$ cat config.mk
export PLATFORM = sky130hd
export DESIGN_NAME = bullet_engine
export DESIGN_NICKNAME = d
export VERILOG_FILES = /design/src/rtl/bullet_engine.sv
export SDC_FILE = /design/constraint.sdc
export NUM_CORES = 1
export LEC_CHECK = 0
export CAP_MARGIN = 40
export CORE_MARGIN = 4
export CORE_UTILIZATION = 57
export DETAILED_ROUTE_END_ITERATION = 10
export PLACE_DENSITY_LB_ADDON = 0.3
export SYNTH_ARGS = -nofsm -noshare
export SYNTH_HDL_FRONTEND = slang
export SYNTH_SLANG_ARGS = --single-unit
$ cat constraint.sdc
create_clock -name clk_i -period 4.83 [get_ports clk_i]
set_input_delay 0.7245 -clock clk_i [delete_from_list [all_inputs] [get_ports clk_i]]
set_output_delay 0.7245 -clock clk_i [all_outputs]
set_load 0.02 [all_outputs]
$ cat src/rtl/bullet_engine.sv
`default_nettype none
// bullet_engine: one bullet per player with fire/fly/cooldown FSMs, wall and tank collision,
// saturating hit scores and an RGB bullet overlay for the current raster pixel. Revision 1.0
module bullet_engine #(
  parameter int COLOR_BITS     = 24,
  parameter int BULLET_SPEED   = 2,
  parameter int BULLET_SIZE    = 4,
  parameter int COOLDOWN_TICKS = 8,
  parameter int SCREEN_W       = 640,
  parameter int SCREEN_H       = 480
) (
  input  logic                    clk_i,
  input  logic                    reset_ni,
  input  logic                    move_tick_i,
  input  logic [3:0]              player_1_move_i,
  input  logic [3:0]              player_2_move_i,
  input  logic                    player_1_shoot_i,
  input  logic                    player_2_shoot_i,
  input  logic [9:0]              player_1_x_i,
  input  logic [9:0]              player_1_y_i,
  input  logic [9:0]              player_2_x_i,
  input  logic [9:0]              player_2_y_i,
  input  logic [9:0]              hpos_i,
  input  logic [9:0]              vpos_i,
  input  logic                    display_enable_i,
  input  logic                    cannot_walk_through_i,
  input  logic                    shoot_through_block_i,
  output logic [COLOR_BITS/3-1:0] bullet_red_o,
  output logic [COLOR_BITS/3-1:0] bullet_green_o,
  output logic [COLOR_BITS/3-1:0] bullet_blue_o,
  output logic [1:0]              bullet_active_o,
  output logic                    bullet_collide_o,
  output logic                    player_1_hit_o,
  output logic                    player_2_hit_o,
  output logic [3:0]              player_1_score_o,
  output logic [3:0]              player_2_score_o
);

  localparam int CW     = COLOR_BITS / 3;
  localparam int TANK   = 32;
  localparam int CENTER = (TANK - BULLET_SIZE) / 2;
  localparam int HIT_LO = 2;
  localparam int HIT_HI = TANK - 3;
  localparam int MAX_X  = SCREEN_W - BULLET_SIZE;
  localparam int MAX_Y  = SCREEN_H - BULLET_SIZE;
  localparam int CD_W   = (COOLDOWN_TICKS > 1) ? $clog2(COOLDOWN_TICKS) : 1;

  typedef enum logic [1:0] {
    IDLE     = 2'd0,
    FLY      = 2'd1,
    COOLDOWN = 2'd2
  } state_t;

  logic [1:0][9:0] tank_x, tank_y;
  logic [1:0][3:0] move;
  logic [1:0]      shoot;
  logic [1:0]      flying, draw, hit_evt, wall_evt;
  logic [1:0][3:0] score;
  logic [1:0]      hit_pulse;
  logic            collide_pulse;

  assign tank_x = {player_2_x_i, player_1_x_i};
  assign tank_y = {player_2_y_i, player_1_y_i};
  assign move   = {player_2_move_i, player_1_move_i};
  assign shoot  = {player_2_shoot_i, player_1_shoot_i};

  for (genvar i = 0; i < 2; i++) begin : g_bullet
    localparam int OPP = 1 - i;
    localparam logic [3:0] FACE_RST = (i == 0) ? 4'b0001 : 4'b0010;

    state_t          state, state_next;
    logic [9:0]      bx, bx_next, by, by_next;
    logic [3:0]      dir, dir_next, facing;
    logic [CD_W-1:0] cd, cd_next;
    logic [3:0]      score_r;
    logic            prev_shoot, wall, fire, in_box, scan_hit, opp_hit, leaves;
    logic            hit, wall_hit;
    logic [10:0]     bx_w, by_w, ox_w, oy_w, h_w, v_w;

    assign bx_w = {1'b0, bx};
    assign by_w = {1'b0, by};
    assign ox_w = {1'b0, tank_x[OPP]};
    assign oy_w = {1'b0, tank_y[OPP]};
    assign h_w  = {1'b0, hpos_i};
    assign v_w  = {1'b0, vpos_i};

    assign fire   = shoot[i] & ~prev_shoot;
    assign in_box = (h_w >= bx_w) && (h_w <= bx_w + 11'(BULLET_SIZE - 1)) &&
                    (v_w >= by_w) && (v_w <= by_w + 11'(BULLET_SIZE - 1));
    assign scan_hit = (state == FLY) && display_enable_i && in_box &&
                      cannot_walk_through_i && !shoot_through_block_i;
    // Opponent hitbox is the tank square shrunk by two pixels on each side.
    assign opp_hit = (bx_w + 11'(BULLET_SIZE - 1) >= ox_w + 11'(HIT_LO)) &&
                     (bx_w <= ox_w + 11'(HIT_HI)) &&
                     (by_w + 11'(BULLET_SIZE - 1) >= oy_w + 11'(HIT_LO)) &&
                     (by_w <= oy_w + 11'(HIT_HI));

    always_comb begin
      leaves = 1'b0;
      case (dir)
        4'b0001: leaves = (by_w + 11'(BULLET_SPEED)) > 11'(MAX_Y);
        4'b0010: leaves = by < 10'(BULLET_SPEED);
        4'b0100: leaves = (bx_w + 11'(BULLET_SPEED)) > 11'(MAX_X);
        4'b1000: leaves = bx < 10'(BULLET_SPEED);
        default: leaves = 1'b0;
      endcase
    end

    always_comb begin
      state_next = state;
      bx_next    = bx;
      by_next    = by;
      dir_next   = dir;
      cd_next    = cd;
      hit        = 1'b0;
      wall_hit   = 1'b0;
      case (state)
        IDLE: begin
          if (fire) begin
            bx_next    = tank_x[i] + 10'(CENTER);
            by_next    = tank_y[i] + 10'(CENTER);
            dir_next   = facing;
            state_next = FLY;
          end
        end
        FLY: begin
          if (move_tick_i) begin
            if (opp_hit) begin
              hit        = 1'b1;
              state_next = COOLDOWN;
              cd_next    = '0;
            end else if (wall) begin
              wall_hit   = 1'b1;
              state_next = COOLDOWN;
              cd_next    = '0;
            end else if (leaves) begin
              state_next = COOLDOWN;
              cd_next    = '0;
            end else begin
              case (dir)
                4'b0001: by_next = by + 10'(BULLET_SPEED);
                4'b0010: by_next = by - 10'(BULLET_SPEED);
                4'b0100: bx_next = bx + 10'(BULLET_SPEED);
                4'b1000: bx_next = bx - 10'(BULLET_SPEED);
                default: ;
              endcase
            end
          end
        end
        COOLDOWN: begin
          if (move_tick_i) begin
            if (cd == CD_W'(COOLDOWN_TICKS - 1)) begin
              state_next = IDLE;
              cd_next    = '0;
            end else begin
              cd_next = cd + 1'b1;
            end
          end
        end
        default: state_next = IDLE;
      endcase
    end

    always_ff @(posedge clk_i or negedge reset_ni) begin
      if (!reset_ni) begin
        state <= IDLE;
        bx    <= '0;
        by    <= '0;
        dir   <= FACE_RST;
        cd    <= '0;
      end else begin
        state <= state_next;
        bx    <= bx_next;
        by    <= by_next;
        dir   <= dir_next;
        cd    <= cd_next;
      end
    end

    // The previous-shoot sample resets high so a button held through reset cannot fire.
    always_ff @(posedge clk_i or negedge reset_ni) begin
      if (!reset_ni) begin
        facing     <= FACE_RST;
        prev_shoot <= 1'b1;
        wall       <= 1'b0;
        score_r    <= '0;
      end else begin
        prev_shoot <= shoot[i];
        if ($onehot(move[i])) facing <= move[i];
        if (move_tick_i) wall <= 1'b0;
        else if (scan_hit) wall <= 1'b1;
        if (hit && score_r != 4'hF) score_r <= score_r + 4'd1;
      end
    end

    assign flying[i]   = (state == FLY);
    assign draw[i]     = (state == FLY) && in_box;
    assign hit_evt[i]  = hit;
    assign wall_evt[i] = wall_hit;
    assign score[i]    = score_r;
  end

  always_ff @(posedge clk_i or negedge reset_ni) begin
    if (!reset_ni) begin
      hit_pulse     <= '0;
      collide_pulse <= 1'b0;
    end else begin
      hit_pulse     <= hit_evt;
      collide_pulse <= |wall_evt;
    end
  end

  // Bullet 1 is yellow and drawn on top of bullet 2, which is cyan.
  assign bullet_red_o   = (display_enable_i && draw[0]) ? {CW{1'b1}} : '0;
  assign bullet_green_o = (display_enable_i && (|draw)) ? {CW{1'b1}} : '0;
  assign bullet_blue_o  = (display_enable_i && !draw[0] && draw[1]) ? {CW{1'b1}} : '0;

  assign bullet_active_o  = flying;
  assign bullet_collide_o = collide_pulse;
  assign player_1_hit_o   = hit_pulse[1];
  assign player_2_hit_o   = hit_pulse[0];
  assign player_1_score_o = score[0];
  assign player_2_score_o = score[1];

endmodule
`default_nettype wire

==> results.json <==
{
  "drv_slew": 0,
  "portBuffers": 112,
  "max_slew_margin_pct": 46.1,
  "peakVddDrop_mv": 0.276,
  "power.total_w": 0.00783,
  "path_clk_slew_ps": 70,
  "timing.final.ws_setup_ps": 77.8,
  "grt_pass1_vias": 11800,
  "syn_nets": 1796,
  "synth_enable_flop_cells": 0,
  "vias": 12300,
  "pre_cts_slack_ps": 14.0,
  "drive_above_1_share_pct": 12.6,
  "yosys_warnings": 0,
  "synth-seq-cells": 81,
  "grt_max_degree": 52,
  "final_cell_mix": "ha_1 (211), inv_1 (126), buf_4 (107)",
  "final.setup_skew_ps": 5.63,
  "status": "completed",
  "rsz0062_at_grt": "true",
  "fin_setup_tns_ps": 0,
  "hpwl_mm": 30.8,
  "grt_pass1_wl_mm": 61.4,
  "cp.arrival_ps": 4030,
  "hp-class": "primary input to async pin",
  "clk_latency_ps": 350,
  "ctsHtreeMaxLevel": 3,
  "hold_buffers": 0,
  "cp.required_ps": 4110,
  "start_util_pct": 58.1,
  "clk_path_buf_depth": 2,
  "ys_types": 95,
  "post-route-period-util_pct": 98.4,
  "final_cells": 1923,
  "antenna_found_initial": 0,
  "dieArea_um2": 23800,
  "syn_inst": 1506,
  "syn-mean-instance-area_um2": 8.11,
  "syn_area_um2": 12200,
  "worstMarginPinSlew_ps": 798,
  "clock-sinks": 81,
  "synthArstFlopShare_pct": 100,
  "drtAntennaViolNets": 0,
  "viasPerCell": 6.41,
  "endpoint_kind": "output pin",
  "nets": 1933,
  "timing.fmax_mhz": 210,
  "hold_viol_final": 0,
  "drt-initial-drc-count": 1538,
  "final_common_cell": "ha_1",
  "maxCapViolations": 0,
  "fin_crit_ps": 4750,
  "areaGrowthSynthToFinish_pct": 16.4,
  "setup_violations": 0,
  "ys.flop_type": "dfrtp_1",
  "track_usage_pct": 31.3,
  "cts.root.buffer_cell": "clkbuf_16",
  "crit_type": "flip-flop to output pin",
  "critPathLaunchType": "flip-flop",
  "core_area_um2": 21000,
  "post-place-cells": 1907,
  "cts_buffers": 9,
  "place_congestion": 1.02,
  "wl_per_cell_um": 19.9,
  "whs_ps": 296,
  "num_rows": 53,
  "die_h_um": 154,
  "diodes": 0,
  "gr-total-overflow": 0,
  "wl_mm": 38.3,
  "ioPinCount": 113,
  "cts_tree": "built",
  "die_w_um": 154,
  "power_leakage_nw": 6.41,
  "ys_seq_area_share_pct": 16.7,
  "crit_fanout": 8,
  "dr.pass1.iters": 6,
  "drc": 0,
  "p_per_area_nw_per_um2": 550
}
cells by family after synthesis:
group,count (synthesis),synth area share [%]
flip-flops,81,16.7
buffers and inverters,224,8.39
XOR/XNOR,127,9.11
AND/OR/NAND/NOR,480,21.0
multiplexers,29,2.58
AO/OA/AOI/OAI,349,20.1
adder cells (fa/ha/maj),216,22.2
cell usage after synthesis, types with 12 or more instances:
cell	n	area (um2)
xor2_1	43	377
nand4_1	35	219
nor4_1	19	119
clkbuf_1	43	161
nand3_1	66	330
ha_1	212	2650
nand3b_1	12	90.1
o21ai_0	54	270
nor2b_1	17	106
o211ai_1	18	135
dfrtp_1	75	1880
a21o_1	18	135
o22ai_1	18	113
mux2_2	19	214
nand2b_1	18	113
nor2_1	97	364
nor3_1	37	185
xnor2_1	84	736
a211oi_1	18	135
a31oi_1	16	100
a311oi_1	20	175
o21a_1	15	113
buf_2	14	70.1
nand2_1	100	375
inv_1	127	477
buf_4	25	188
a21oi_1	68	340
flip-flops by register name, summed over array words and instances, names as in the netlist:
register	count
bullet_collide_o	1
g_bullet.bx	20
g_bullet.by	20
g_bullet.cd	6
g_bullet.dir	8
g_bullet.facing	8
g_bullet.prev_shoot	2
g_bullet.state	4
g_bullet.wall	2
hit_pulse	2
player_1_score_o	4
player_2_score_o	4
stage by stage:
stage               utilization (%)  area [um2]
floorplan                         -       12200
global placement               66.3       13900
detailed placement             66.4       14000
CTS                            67.7       14200
global route                   67.7       14200
finish                         67.7       14200
final cells by class:
| class | instances | area (um2) |
|---|---|---|
| Clock inverter | 6 | 50.0 |
| Sequential cell | 81 | 2040 |
| Tap cell | 275 | 344 |
| Timing Repair Buffer | 220 | 1850 |
| Clock buffer | 10 | 239 |
| Multi-Input combinational cell | 1201 | 9220 |
| Inverter | 130 | 488 |
| Fill cell | 1748 | 6800 |
where the power goes:
group	switching, W	total, W	internal, W
Combinational	0.00336	0.00576	0.00241
Clock	0.000314	0.000682	0.000368
Sequential	0.000411	0.00138	0.000970
what timing repair did:
action	CTS	global route
pin swaps	1	2
setup endpoints to repair	24	24
gates resized for setup	31	42
setup buffers	0	0
hold endpoints to repair	0	0
final timing paths:
kind	startpoint	endpoint	slack (ps)	cells past startpoint
min in group clk_i	g_bullet[1].facing[2]	g_bullet[1].facing[2]	500	1
max reg2reg	g_bullet[1].bx[1]	player_2_score_o[1]	770	16
min	reset_ni	hit_pulse[0]	300	1
max in group asynchronous	reset_ni	g_bullet[1].bx[1]	3420	2
max	g_bullet[1].by[0]	bullet_green_o[3]	80	14
min reg2reg	g_bullet[1].facing[2]	g_bullet[1].facing[2]	500	1
worst max-delay path, stage by stage, from the launching register on:
cell	delay, ps
dfrtp_1	420
inv_1	160
ha_1	300
nor4_2	280
xnor2_1	210
inv_1	80
ha_1	290
a21o_1	160
a21oi_1	180
o2111ai_1	120
and3b_1	250
nor4_2	290
nand4_1	280
a21bo_4	310
dlygate4sd2_1	350
metal layers:
metal / wire, um / GRT usage (%) / up-vias
li1: - / - / 5781
met1: 15600 / 41.0 / 5800
met3: 3050 / 4.00 / 127
met2: 17600 / 51.6 / 626
met4: 2070 / 14.3 / 0
met5: 0 / 0 / -
No activity file was read; power rests on OpenSTA's default activity.
